[src/rtl/vertex_fetch.sv]
// Vertex fetch: reads x/y/z words per vertex and presents {x,y,z,1.0}.
// Define VFETCH_NANCHK_EN to flag vertices with non-finite components.
module vertex_fetch #(
  parameter int ADDR_W = 12,
  parameter int CNT_W  = 16
) (
  input  logic                clk,
  input  logic                rst,
  input  logic                start,
  input  logic [ADDR_W-1:0]   base_addr,
  input  logic [CNT_W-1:0]    num_verts,
  output logic                mem_rd,
  output logic [ADDR_W-1:0]   mem_addr,
  input  logic [31:0]         mem_data,
  output logic [3:0][31:0]    pos,
  output logic                v_out,
  input  logic                ready,
  output logic                busy,
  output logic                done,
  output logic                bad_vert
);

  localparam logic [31:0] ONE = 32'h3f800000;

  typedef enum logic [2:0] {
    IDLE,
    READ,
    WAIT,
    PRESENT,
    DONE
  } state_t;

  state_t state_q, state_d;

  logic [ADDR_W-1:0] addr_q;
  logic [CNT_W-1:0]  cnt_q;
  logic [1:0]        sub_q;
  logic [1:0]        rd_p;
  logic [1:0]        idx1, idx2;
  logic [31:0]       x_q, y_q, z_q;

  always_ff @(posedge clk) begin
    if (!rst) state_q <= IDLE;
    else      state_q <= state_d;
  end

  always_comb begin
    state_d = state_q;
    mem_rd  = 1'b0;
    v_out   = 1'b0;
    busy    = 1'b1;
    done    = 1'b0;
    unique case (state_q)
      IDLE: begin
        busy = 1'b0;
        if (start)
          state_d = (num_verts == '0) ? DONE : READ;
      end
      READ: begin
        mem_rd = 1'b1;
        if (sub_q == 2'd2) state_d = WAIT;
      end
      WAIT: begin
        // leave once the z word (third read) has landed
        if (rd_p[1] && idx2 == 2'd2) state_d = PRESENT;
      end
      PRESENT: begin
        v_out = 1'b1;
        if (ready)
          state_d = (cnt_q == CNT_W'(1)) ? DONE : READ;
      end
      DONE: begin
        done    = 1'b1;
        state_d = IDLE;
      end
      default: state_d = IDLE;
    endcase
  end

  always_ff @(posedge clk) begin
    if (!rst) begin
      addr_q <= '0;
      cnt_q  <= '0;
      sub_q  <= '0;
      rd_p   <= '0;
      idx1   <= '0;
      idx2   <= '0;
      x_q    <= '0;
      y_q    <= '0;
      z_q    <= '0;
    end else begin
      rd_p <= {rd_p[0], mem_rd};
      idx1 <= sub_q;
      idx2 <= idx1;
      if (state_q == IDLE && start) begin
        addr_q <= base_addr;
        cnt_q  <= num_verts;
        sub_q  <= '0;
      end
      if (mem_rd) begin
        addr_q <= addr_q + ADDR_W'(1);
        sub_q  <= (sub_q == 2'd2) ? 2'd0 : sub_q + 2'd1;
      end
      if (v_out && ready) cnt_q <= cnt_q - CNT_W'(1);
      if (rd_p[1]) begin
        unique case (idx2)
          2'd0:    x_q <= mem_data;
          2'd1:    y_q <= mem_data;
          default: z_q <= mem_data;
        endcase
      end
    end
  end

  assign mem_addr = addr_q;
  assign pos = {x_q, y_q, z_q, v_out ? ONE : 32'h0};

`ifdef VFETCH_NANCHK_EN
  assign bad_vert = v_out &&
    ((&x_q[30:23]) || (&y_q[30:23]) || (&z_q[30:23]));
`else
  assign bad_vert = 1'b0;
`endif

endmodule

[config.mk]
export PLATFORM = sky130hd
export DESIGN_NAME = vertex_fetch
export DESIGN_NICKNAME = d
export VERILOG_FILES = /design/src/rtl/vertex_fetch.sv
export SDC_FILE = /design/constraint.sdc
export NUM_CORES = 1
export LEC_CHECK = 0
export BUFFER_PORTS_ARGS = -buffer_cell sky130_fd_sc_hd__buf_2
export CORE_MARGIN = 3
export CORE_UTILIZATION = 49
export DETAILED_ROUTE_END_ITERATION = 10
export GPL_ROUTABILITY_DRIVEN = 1
export HOLD_SLACK_MARGIN = 0.06
export PLACE_DENSITY = 0.89
export SLEW_MARGIN = 20
export SYNTH_ARGS = -nofsm -noshare
export SYNTH_HDL_FRONTEND = slang
export SYNTH_SLANG_ARGS = --single-unit
[constraint.sdc]
create_clock -name clk -period 2.1 [get_ports clk]
set_clock_uncertainty 0.15 [all_clocks]
set_input_delay 0.315 -clock clk [delete_from_list [all_inputs] [get_ports clk]]
set_output_delay 0.315 -clock clk [all_outputs]
set_load 0.005 [all_outputs]
==> results.md <==
* GR Layer Usage met2 at 0.4783
* Critical path class: reg -> out
* Share of layout cells above drive strength 1 at 0.2642
* Site Rows at 38
* CTS tree: yes
* Post-synthesis register bit count at approximately 140
* Syn Inst Count at ~710
* Initial Util at 0.5109
* Layout area overhead at 37.32%
* IO Port Bufs at approximately 180
* Util after Layout at 0.7016
* Final hold violation count at 0
* Total power at between 0.007 and 0.008 W
* Antenna diodes at 0
* Power per cell area at 1020 mW/mm^2
* Setup_tns at 0 ns
* Worst EP required at 1.63 ns
* Top post-synthesis cells by area: dfxtp_1 (48%), nand2_1 (15%), a21oi_1 (9.9%), buf_4 (4.5%), clkbuf_1 (2.3%)
* Post-synthesis sequential area ratio at 0.4796
* Slew @ Worst Pin at around 0.81 ns
* Clock buffer depth at 2
* HP Class: in -> reg
* Met3 global-route usage at 0.07326
* Unique masters post-synth at 58
* Largest net degree at the start of global routing at 58
* Synthesized area at between 0.005 and 0.006 mm^2
* M1 GR Usage at 0.3235
* Drt first pass iters at 6
* Wire per inst at around 17 um
* Final antenna-violating net count at 0
* GRT Total Usage at 0.2811
* Max Cap Viol at 0
* # setup viols final at 0
* Leakage power at 3.300 nW
* Most used routing layer: met2
* Reg clk slew, reported paths at 0.06 ns
* Die width at about 110 um
* Chip height at 113.2 um
* Post-synth EDFFs at 0
* IO Count at between 200 and 250
* Final min period at 1.957 ns
* Num CTS Buffers at 17
* Max-slew violations at 0
* Slew HR at 0.4615
* Residual DRC count at 0
* Ys async rst share at 0
* Most numerous cell in the Yosys netlist: nand2_1
* Avg Cell Area, Syn at between 7 and 8 um^2
* DRT Wirelength at roughly 18000 um
* Dominant cell type by area after synthesis: dfxtp_1
* Startpoint Class: register
* Global-route wire length before repair at 28720 um
* Vias in the first global route at ~5.8k
* Final clock period utilization by the worst path at 0.9321
* Worst EP arrival at ~1.5 ns
* Share of the synthesized area in the top cell type at 0.4796
* # clock sinks at 135
* Vias post-DR at about 6.1k
* Crit. End Element: primary output
* DR vias/cell at about 5.7
* VDD IR-drop max at roughly 0.7 mV
* Worst skew pair latency at 0.42 ns
* Antenna violations before repair at 0
* Crit path max fanout at 10
* Nets at 990
* Max Clock Freq at just over 500 MHz
* Post-CTS setup buffer count at 0
* Die area at around 0.013 mm^2
* Core area at 0.01103 mm^2
* Synth warn at 0
* HPWL Detailed at 10820 um
* Status: completed
* Root buffer cell: clkbuf_16
* RSZ-0062 raised after global routing: false
* DR iter-0 viols at between 800 and 900
* Gpl congestion at ~0.90
* Primary FF master, synth: dfxtp_1
* Synth top cells by count: nand2_1 (218), dfxtp_1 (135), a21oi_1 (111)
* H-tree depth at 4
* Total congestion overflow at 0
-- where the power goes --
part | switching, W | internal, W | leakage [nW]
Clock | 0.00113 | 0.00202 | 0.296
Combinational | 0.000964 | 0.000710 | 1.91
Sequential | 0.000279 | 0.00280 | 1.10
-- layout by cell type, fill, tap and decap left out, types with 4 or more instances in the layout --
cell type,netlist,final
dfxtp_1,135,132
o211ai_1,8,8
nor4_1,5,5
nand2_1,218,218
and2_1,7,7
clkbuf_16,0,17
nor2_1,19,19
buf_2,6,182
nand3_1,10,10
buf_12,0,4
nand4_1,7,7
o311ai_0,4,4
inv_1,7,6
or3_1,6,6
buf_4,34,13
clkinv_4,0,4
a21oi_1,111,111
conb_1,1,26
bufinv_16,0,4
a31oi_1,14,14
nor3_1,6,6
dlygate4sd3_1,0,53
-- routing by layer --
layer | vias up | wire length, um
met3 | 88 | 1942
met2 | 436 | 9070
met5 | - | 0
li1 | 2797 | -
met1 | 2768 | 6481
met4 | 0 | 798
-- worst max-delay path, cell delays in order (launching register included) --
cell,delay (ns)
dfxtp_4,0.37
or3b_4,0.47
inv_6,0.11
buf_2,0.12
-- kinds of logic after synthesis --
family / after synthesis / synth area share
AND/OR/NAND/NOR: 317 / 0.2631
AO/OA/AOI/OAI: 161 / 0.1647
flip-flops: 135 / 0.4796
buffers and inverters: 87 / 0.08326
adder cells (fa/ha/maj): 3 / 0.006661
multiplexers: 1 / 0.001998
other: 1 / 0.0006654
-- what timing repair did --
item,in CTS,in global routing
endpoints found under the setup margin,1,5
endpoints found under the hold margin,117,0
pin swaps,0,0
hold buffers,53,0
resized for setup,5,3
-- sequential cells by signal (all words and copies together) (netlist names) --
register / flops
idx1: 2
idx2: 2
mem_addr: 12
state_q: 3
x_q: 32
y_q: 32
sub_q: 2
z_q: 32
rd_p: 2
cnt_q: 16
-- metrics by stage --
step / hold WS, ns / area [um^2] / cells / setup WS [ns]
after floorplan: 0.2619 / 5729 / 730 / 0.3127
after global placement: 0.2643 / 6580 / 992 / 0.2417
after detailed placement: 0.2686 / 6580 / 992 / 0.1506
after CTS: 0.06995 / 7741 / 1076 / 0.01770
after global routing: 0.1114 / 7739 / 1075 / 0.05991
final: 0.09722 / 7739 / 1075 / 0.1425
-- layout make-up --
class | instances | area [um^2]
flip-flops and latches | 135 | 2709
clock inverters | 11 | 175.2
well taps | 140 | 175.2
fillers | 778 | 3292
clock buffers | 20 | 446.7
repair buffers | 252 | 1619
multi-input cells | 508 | 2574
inverters | 9 | 40.04
-- path summary, 6_finish.rpt --
kind / slack, ns / to / from / depth (start not counted)
setup / recovery: 0.14 / mem_rd / state_q[2]$_SDFFE_PN0P_ / 3
hold / removal: 0.1 / cnt_q[3]$_SDFFE_PN0P_ / num_verts[3] / 3
setup reg to reg: 0.15 / cnt_q[9]$_SDFFE_PN0P_ / cnt_q[3]$_SDFFE_PN0P_ / 4
hold reg to reg: 0.28 / idx2[0]$_SDFF_PN0_ / idx1[0]$_SDFF_PN0_ / 1
Note: power is estimated with default switching activity, not from simulation.
